## src/rtl/watch_seg_scan.sv

```systemverilog
`default_nettype none
// ============================================================================
//  Module   : watch_seg_scan
//  Purpose  : Scans four BCD time digits onto a 4-digit common-anode
//             7-segment display. The digit being calibrated blinks, and the
//             hour-low decimal point shows the 1 Hz second indicator (colon).
//  Revision : 1.0  initial release
// ----------------------------------------------------------------------------
//  Ports
//    clk         in   1  system clock
//    rstn        in   1  synchronous active-low reset
//    hour_h      in   4  BCD hour tens
//    hour_l      in   4  BCD hour units
//    min_h       in   4  BCD minute tens
//    min_l       in   4  BCD minute units
//    second_led  in   1  second indicator, 1 = colon lit
//    state_flag  in   3  0/5..7 normal, 1..4 = min_l/min_h/hour_l/hour_h
//                        under calibration
//    seg_sel     out  4  active-low one-hot digit enable, bit0 = min_l
//    seg_data    out  8  active-low segments {dp,g,f,e,d,c,b,a}
//
//  Build option
//    LEADING_ZERO_BLANK_EN : when defined, a zero hour-tens digit is blanked
//                            unless that digit is under calibration.
// ============================================================================
module watch_seg_scan #(
    parameter int CLK_FRE   = 50_000_000,
    parameter int SCAN_FRE  = 1000,
    parameter int BLINK_FRE = 2
) (
    input  logic       clk,
    input  logic       rstn,
    input  logic [3:0] hour_h,
    input  logic [3:0] hour_l,
    input  logic [3:0] min_h,
    input  logic [3:0] min_l,
    input  logic       second_led,
    input  logic [2:0] state_flag,
    output logic [3:0] seg_sel,
    output logic [7:0] seg_data
);

    // SCAN_DIV must be at least 2 for the scan tick to be a single cycle.
    localparam int SCAN_DIV   = CLK_FRE / SCAN_FRE;
    localparam int BLINK_HALF = CLK_FRE / (2 * BLINK_FRE);
    localparam int SCAN_W     = (SCAN_DIV   > 1) ? $clog2(SCAN_DIV)   : 1;
    localparam int BLINK_W    = (BLINK_HALF > 1) ? $clog2(BLINK_HALF) : 1;

    localparam logic [SCAN_W-1:0]  SCAN_LAST  = SCAN_W'(SCAN_DIV - 1);
    localparam logic [BLINK_W-1:0] BLINK_LAST = BLINK_W'(BLINK_HALF - 1);
    localparam logic [6:0]         SEG_BLANK  = 7'h7F;

    // ------------------------------------------------------------------
    // State
    // ------------------------------------------------------------------
    logic [SCAN_W-1:0]  scan_cnt_q,    scan_cnt_d;
    logic [1:0]         idx_q,         idx_d;
    logic [BLINK_W-1:0] blink_cnt_q,   blink_cnt_d;
    logic               blink_phase_q, blink_phase_d;
    logic [2:0]         flag_prev_q,   flag_prev_d;
    logic [3:0]         snap_hh_q,     snap_hh_d;
    logic [3:0]         snap_hl_q,     snap_hl_d;
    logic [3:0]         snap_mh_q,     snap_mh_d;
    logic [3:0]         snap_ml_q,     snap_ml_d;
    logic               snap_sl_q,     snap_sl_d;
    logic [3:0]         seg_sel_q,     seg_sel_d;
    logic [7:0]         seg_data_q,    seg_data_d;

    // ------------------------------------------------------------------
    // Combinational helpers
    // ------------------------------------------------------------------
    logic       scan_tick;
    logic       flag_chg;
    logic       phase_eff;
    logic       blank_digit;
    logic [3:0] digit_val;
    logic [6:0] seg7;
    logic       dp_n;

    function automatic logic [6:0] seg_decode(input logic [3:0] v);
        logic [6:0] s;
        case (v)
            4'd0:    s = 7'h40;
            4'd1:    s = 7'h79;
            4'd2:    s = 7'h24;
            4'd3:    s = 7'h30;
            4'd4:    s = 7'h19;
            4'd5:    s = 7'h12;
            4'd6:    s = 7'h02;
            4'd7:    s = 7'h78;
            4'd8:    s = 7'h00;
            4'd9:    s = 7'h10;
            default: s = SEG_BLANK;
        endcase
        return s;
    endfunction

    always_comb begin
        scan_cnt_d    = scan_cnt_q;
        idx_d         = idx_q;
        blink_cnt_d   = blink_cnt_q;
        blink_phase_d = blink_phase_q;
        flag_prev_d   = state_flag;
        snap_hh_d     = snap_hh_q;
        snap_hl_d     = snap_hl_q;
        snap_mh_d     = snap_mh_q;
        snap_ml_d     = snap_ml_q;
        snap_sl_d     = snap_sl_q;

        // Scan divider and digit index
        scan_tick = (scan_cnt_q == SCAN_LAST);
        if (scan_tick) begin
            scan_cnt_d = '0;
            idx_d      = idx_q + 2'd1;
            // Capture on the last-digit tick so the next frame is built
            // entirely from one coherent time value.
            if (idx_q == 2'd3) begin
                snap_hh_d = hour_h;
                snap_hl_d = hour_l;
                snap_mh_d = min_h;
                snap_ml_d = min_l;
                snap_sl_d = second_led;
            end
        end else begin
            scan_cnt_d = scan_cnt_q + SCAN_W'(1);
        end

        // Blink timing; a new calibration selection restarts in the
        // visible half so the operator sees the digit straight away.
        flag_chg = (state_flag != flag_prev_q);
        if (flag_chg) begin
            blink_cnt_d   = '0;
            blink_phase_d = 1'b0;
        end else if (blink_cnt_q == BLINK_LAST) begin
            blink_cnt_d   = '0;
            blink_phase_d = ~blink_phase_q;
        end else begin
            blink_cnt_d   = blink_cnt_q + BLINK_W'(1);
        end

        // Treat the phase as visible in the change cycle itself; otherwise
        // a stale blank phase could leak onto the newly selected digit.
        phase_eff = flag_chg ? 1'b0 : blink_phase_q;

        case (idx_q)
            2'd0:    digit_val = snap_ml_q;
            2'd1:    digit_val = snap_mh_q;
            2'd2:    digit_val = snap_hl_q;
            default: digit_val = snap_hh_q;
        endcase

        blank_digit = (state_flag >= 3'd1) && (state_flag <= 3'd4) &&
                      ((state_flag - 3'd1) == {1'b0, idx_q});

        seg7 = seg_decode(digit_val);
        if (blank_digit && phase_eff) begin
            seg7 = SEG_BLANK;
        end
`ifdef LEADING_ZERO_BLANK_EN
        if ((idx_q == 2'd3) && (snap_hh_q == 4'd0) && (state_flag != 3'd4)) begin
            seg7 = SEG_BLANK;
        end
`endif

        dp_n = ~((idx_q == 2'd2) && snap_sl_q);

        seg_sel_d  = ~(4'b0001 << idx_q);
        seg_data_d = {dp_n, seg7};
    end

    // ------------------------------------------------------------------
    // Registers
    // ------------------------------------------------------------------
    always_ff @(posedge clk) begin
        if (!rstn) begin
            scan_cnt_q    <= '0;
            idx_q         <= 2'd0;
            blink_cnt_q   <= '0;
            blink_phase_q <= 1'b0;
            flag_prev_q   <= 3'd0;
            snap_hh_q     <= 4'd0;
            snap_hl_q     <= 4'd0;
            snap_mh_q     <= 4'd0;
            snap_ml_q     <= 4'd0;
            snap_sl_q     <= 1'b0;
            seg_sel_q     <= 4'b1111;
            seg_data_q    <= 8'hFF;
        end else begin
            scan_cnt_q    <= scan_cnt_d;
            idx_q         <= idx_d;
            blink_cnt_q   <= blink_cnt_d;
            blink_phase_q <= blink_phase_d;
            flag_prev_q   <= flag_prev_d;
            snap_hh_q     <= snap_hh_d;
            snap_hl_q     <= snap_hl_d;
            snap_mh_q     <= snap_mh_d;
            snap_ml_q     <= snap_ml_d;
            snap_sl_q     <= snap_sl_d;
            seg_sel_q     <= seg_sel_d;
            seg_data_q    <= seg_data_d;
        end
    end

    assign seg_sel  = seg_sel_q;
    assign seg_data = seg_data_q;

endmodule
`default_nettype wire

```

## config.mk

```make
export PLATFORM = sky130hd
export DESIGN_NAME = watch_seg_scan
export DESIGN_NICKNAME = d
export VERILOG_FILES = /design/src/rtl/watch_seg_scan.sv
export SDC_FILE = /design/constraint.sdc
export NUM_CORES = 1
export LEC_CHECK = 0
export ABC_CLOCK_PERIOD_IN_PS = 4350
export BUFFER_PORTS_ARGS = -buffer_cell sky130_fd_sc_hd__buf_4
export CORE_UTILIZATION = 60
export DETAILED_ROUTE_END_ITERATION = 7
export PLACE_DENSITY = 0.89
export SLEW_MARGIN = 30
export SYNTH_ARGS = -nofsm -noshare
export SYNTH_HDL_FRONTEND = slang
export SYNTH_SLANG_ARGS = --single-unit
```

## constraint.sdc

```tcl
create_clock -name clk -period 4.35 [get_ports clk]
set_input_delay 0.87 -clock clk [delete_from_list [all_inputs] [get_ports clk]]
set_output_delay 0.87 -clock clk [all_outputs]
set_load 0.02 [all_outputs]
```

==> Word-level counts from Yosys, hierarchy flattened <==
Memories as Yosys holds them, arrays and structs flattened. A register that Yosys moved wholly into a read port is not among the register bits.
Cells that the tools add are included.
{ "totals": {"reg_bits": 68, "latchBits": 0, "ramBits": 0, "romBits": 112, "in_bits": 22, "mem_count": 1} }
{ "mem_list": {"columns": ["name", "words", "word_bits", "rd", "rd_ports_with_merged_regs", "write_ports", "line", "text"], "rows": [
  ["(no name shown)", 16, 7, 1, 1, 0, "82", "case (v)"]
]} }
{ "op_classes": {"add_sub_neg": 4, "n_mul": 0, "n_div": 0, "magnitude_cmp": 2, "n_eq_ne": 7, "n_shift": 1, "muxes": 2, "bitwise": 4, "n_reduce_logical": 10} }
{ "op_table": {"columns": ["cell", "count"], "rows": [
  ["adder 24 x 1 -> 24 bit (second input constant)", 1],
  ["equality test 24 bit (second input constant)", 1],
  ["adder 16 x 1 -> 16 bit (second input constant)", 1],
  ["equality test 16 bit (second input constant)", 1],
  ["one-hot mux 4 bit (3 select lines)", 1],
  ["OR reduction 2 bit", 3],
  ["equality test 2 bit (second input constant)", 2],
  ["logical AND 1 bit", 4],
  ["inverter 4 bit", 1],
  ["<< shifter 1 x 2 -> 4 bit (first input constant)", 1],
  ["equality test 3 x 2 -> 1 bit", 1],
  ["greater-or-equal comparator 3 x 1 -> 1 bit (second input constant)", 1],
  ["less-or-equal comparator 3 bit (second input constant)", 1],
  ["!= test 3 bit", 1],
  ["inverter 1 bit", 3],
  ["OR reduction 3 bit", 1],
  ["subtractor 3 x 1 -> 3 bit (second input constant)", 1],
  ["adder 2 x 1 -> 2 bit (second input constant)", 1],
  ["equality test 2 x 1 -> 1 bit (second input constant)", 1],
  ["zero test 2 bit", 1],
  ["AND reduction 2 bit", 1],
  ["2-to-1 mux 1 bit", 1]
]} }

==> Depth between registers and ports, before layout <==
{ "logic_depth": {"depth_word": 5, "ltp_mapped": 8, "depth_no_buf": 8} }

==> Worst setup path before layout <==
No wires, ideal clock.
{ "synth_timing": {"path_kind": "input -> register", "startpoint": "input state_flag[1]", "endpoint": "register seg_data_q[6] (netlist: seg_data[6])", "setup_ps": 79, "arrival_time_ps": 2114, "slack_ps": 2157, "cell_stages": 8, "cell_sequence": "inv_1 ha_1 inv_1 ha_1 nand3b_1 nor4_1 a21oi_1 a22oi_1"} }
{ "synth_via": {"elab_chain_len": 5, "elab_cells_between_ends": 10, "cone_classes": "1 x add/sub; 2 x order compare; 2 x eq/ne; 1 x mux; 4 x reduce/logical"} }
{ "synth_lines": {"columns": ["element", "line", "text"], "rows": [
  ["from (decl)", "38", "input logic [2:0] state_flag,"],
  ["subtractor 3 x 1 -> 3 bit (tied with other cells)", "153", "((state_flag - 3'd1) == {1'b0, idx_q});"],
  ["equality test 3 x 2 -> 1 bit / logical AND 1 bit (equally long branches)", "153, 152", null],
  ["logical AND 1 bit", "152", "blank_digit = (state_flag >= 3'd1) && (state_flag <= 3'd4) &&"],
  ["logical AND 1 bit (*)", "156", "if (blank_digit && phase_eff) begin"],
  ["OR reduction 2 bit (no source line) (*)", null, null],
  ["to (decl)", "67", "logic [7:0] seg_data_q, seg_data_d;"]
]} }
Every way passes the cells marked *; elsewhere a longest branch is shown, timed or not.
A chain may end at the register's enable or synchronous reset.

==> Worst setup path in the final report <==
{ "layout_timing": {"startpoint": "register idx_q[0]", "endpoint": "register seg_data_q[5] (netlist: seg_data[5])"} }
{ "layout_via": {"elab_chain_len": 4, "elab_cells_between_ends": 8, "cone_classes": "3 x eq/ne; 1 x mux; 4 x reduce/logical"} }
{ "layout_lines": {"columns": ["element", "line", "text"], "rows": [
  ["from (decl)", "57", "logic [1:0] idx_q, idx_d;"],
  ["from (signal assigned)", "190", "idx_q <= idx_d;"],
  ["equality test 3 x 2 -> 1 bit", "153", null],
  ["logical AND 1 bit", "152", null],
  ["logical AND 1 bit", "156", null],
  ["OR reduction 2 bit (no source line)", null, null]
]} }
Parallel ways exist; a longest one is shown, timed or not.

==> summary.txt <==
Clock tree
  – H-tree Lvls: 3
  – Post-CTS setup buffer count: 0
  – Clk slew on worst S/H paths: 0.07 ns
  – Post-CTS sizing: 0
  – CTS Hold Buffers Added: 0
  – Longest Clk Path Bufs: 2
  – Clock Latency Late Sink: ~0.35 ns
  – Clock Sinks: between 70 and 80
  – Root Buffer: clkbuf_8
  – CTS tree: built
  – TritonCTS Buffers: 9

Worst setup path
  – Critical path data arrival time: between 2 and 3 ns
  – Reg2reg path depth: 7
  – Crit path launch type: register
  – Req. time, crit path: between 4 and 5 ns
  – Worst r2r dst: seg_data[5]
  – Flop-to-flop setup slack: between 1.5 and 2 ns
  – Critical Path Sink Type: register
  – Reg2reg start: idx_q[0]
  – Worst-path fanout max: 7
  – WS Path Type: reg -> reg

Placement
  – Placed Cells: 480
  – Final Wtd Congestion: about 0.85
  – IO Port Bufs: 33
  – DP HPWL: ~5100 µm
  – Worst slack at placement: around 1.9 ns

Drt
  – Initial DRT Pass Iterations: 7
  – Met1 wire length: around 3300 µm
  – Routed wire length: 7470 µm
  – Final ANT Viol Nets: 0
  – Residual DRC: 0
  – Highest Signal Layer: met4
  – Vias: 2993
  – Vias per cell: around 6.0
  – Wire length on met2: ~3700 µm
  – Drt first-iter violations: around 180
  – Wire length on met3: approximately 340 µm
  – Post-DR wirelength/cell: 15.1 µm

Yosys
  – Netlist cell types: 49
  – Synthesized flop and latch total: 75
  – Most used flip-flop cell after synthesis: dfxtp_1
  – Cells after Synth: ~400
  – Yosys warns: 0
  – Synth async-reset ratio: 0%
  – Mapped Area: approximately 0.0036 mm²
  – EDFF count, synth: 0
  – Synth area leaders: dfxtp_1 (42%), nand4_1 (5.6%), ha_1 (4.6%), a21oi_1 (4.5%), xnor2_1 (4.4%)
  – Area fraction of the dominant cell type after synthesis: 42.2%
  – Avg Cell Area, Syn: ~9 µm²
  – Sequential area share after synthesis: between 40% and 50%
  – Synth area leader: dfxtp_1
  – Post-synthesis net count: 427

Die
  – Initial core utilization: approximately 63%
  – Die width: 79.0 µm
  – Die height: around 79 µm
  – Rows: 27
  – I/O pins: 34
  – Die area: 0.00624 mm²
  – Core region area: roughly 0.0056 mm²

Cells and area
  – Antenna cells: 0
  – Layout area overhead: 12.9%
  – Commonest cells after routing, fill and taps aside: dfxtp_1 (75), nor2_1 (35), buf_4 (34), a21oi_1 (32), nand4_1 (32)
  – Fillers: 400
  – Layout cells sized above 1: roughly 17%
  – Most common cell after layout, fill and taps aside: dfxtp_1
  – Final net count: between 400 and 500
  – Layout Cells excl Fill: between 400 and 500

Global routing
  – Largest net degree at the start of global routing: 25
  – Total global-route track usage: around a quarter
  – Antenna violations before repair: 0
  – GRT Residual Overflow: 0
  – Vias in the first global route: approximately 2800
  – First-pass GRT wire length: between 10000 and 15000 µm

Worst hold path
  – WHS Path Cells: 1
  – Hold/Removal Path Class: reg -> reg
  – Hold Startpoint: snap_sl_q
  – Worst Hold End: seg_data[7]

Timing
  – Final Hold Fails: 0
  – Final setup violation count: 0
  – Max Slew Vio Count: 0
  – Max Freq: 397 MHz
  – Worst slew pin tran: 0.920 ns
  – RSZ-0062 raised after global routing: false
  – Final clock skew: between 0.006 and 0.007 ns
  – Period minus WS final: approximately 2.5 ns
  – Final worst path period share: roughly 58%
  – Slew Limit Headroom: 38.7%
  – Setup_tns: 0 ns
  – PnR worst setup slack: approximately 1.8 ns

Run status
  – Status: completed

Pwr
  – PwrDens: between 300 and 400 mW/mm²
  – LEAKAGE: 0.00137 µW
  – Max VDD drop: around 0.27 mV

Flow run
  – Max cap viols: 0
-- area by class of cell --
type                            count  area, µm²  share of cell area [%]
Clock inverter                      5       78.8                    1.96
Multi-Input combinational cell    281       1900                    47.2
Tap cell                           72       90.1                    2.24
Inverter                           18       67.6                    1.68
Sequential cell                    75       1500                    37.4
Timing Repair Buffer               34        255                    6.35
Clock buffer                       10        128                    3.18
-- through the flow --
step	cell area [µm²]	total power (µW)	hold WS (ns)	utilization (%)
final	4020	1320	0.459	71.6
after global routing	4020	1360	0.471	71.6
after CTS	4020	1330	0.460	71.6
after detailed placement	3810	769	0.441	68.0
after global placement	3800	766	0.431	67.8
after floorplan	3560	742	0.368	-
-- where the power goes --
group	switching, µW	leakage, µW	internal [µW]
clock	248	0.000106	319
sequential	5.13	0.000608	694
combinational	28.4	0.000657	25.1
-- worst max-delay path by stage --
stage	cells past startpoint	start	slack, ns	to
global placement	9	state_flag[1]	1.94	seg_data[6]
finish	7	idx_q[0]	1.83	seg_data[5]
CTS	4	idx_q[0]	1.85	snap_hh_q[3]
floorplan	8	state_flag[1]	2.16	seg_data[6]
detailed placement	9	state_flag[1]	1.86	seg_data[6]
global route	4	idx_q[0]	1.57	snap_mh_q[3]
-- critical path, cell delays in order (launching register included) --
cell and delay (ns):
dfxtp_1 0.49, inv_1 0.14, ha_1 0.29, a222oi_1 0.48
mux2i_1 0.32, ha_1 0.27, nor3_1 0.26, o21ai_0 0.14
-- synthesized netlist by cell type, types with 3 or more instances --
cell / number
nor2_1: 35
or4_1: 4
and3_2: 3
o31ai_1: 12
nor4_1: 7
buf_2: 6
or4_4: 3
a222oi_1: 4
a211oi_1: 3
o21ai_0: 13
nand3_1: 17
dfxtp_1: 75
inv_1: 17
clkbuf_1: 8
ha_1: 13
nand2_1: 17
o31ai_2: 8
xnor2_1: 18
a21oi_1: 32
nor3_1: 7
xor2_1: 15
and3_1: 3
or3_1: 9
nand4_1: 32
-- state kept, by name, summed over array words and instances (netlist names), 4 cells and up --
name and count:
snap_hh_q 4, snap_mh_q 4, seg_sel 4, seg_data 8
blink_cnt_q 24, scan_cnt_q 16, snap_ml_q 4, snap_hl_q 4
-- cell families after synthesis --
family                   after synthesis  synth area share (%)
flip-flops                            75                  42.2
AND/OR/NAND/NOR                      155                  25.0
multiplexers                           3                 0.879
adder cells (fa/ha/maj)               13                  4.57
buffers and inverters                 36                  4.71
AO/OA/AOI/OAI                         77                  14.5
XOR/XNOR                              33                  8.12
-- routing by layer --
layer  global-route usage [%]  vias to the layer above
li1                         -                     1490
met1                     32.3                     1417
met2                     42.4                       72
met3                     7.13                       14
met4                     9.27                        0
met5                        0                        -
Power figures use the tool's default switching activity.
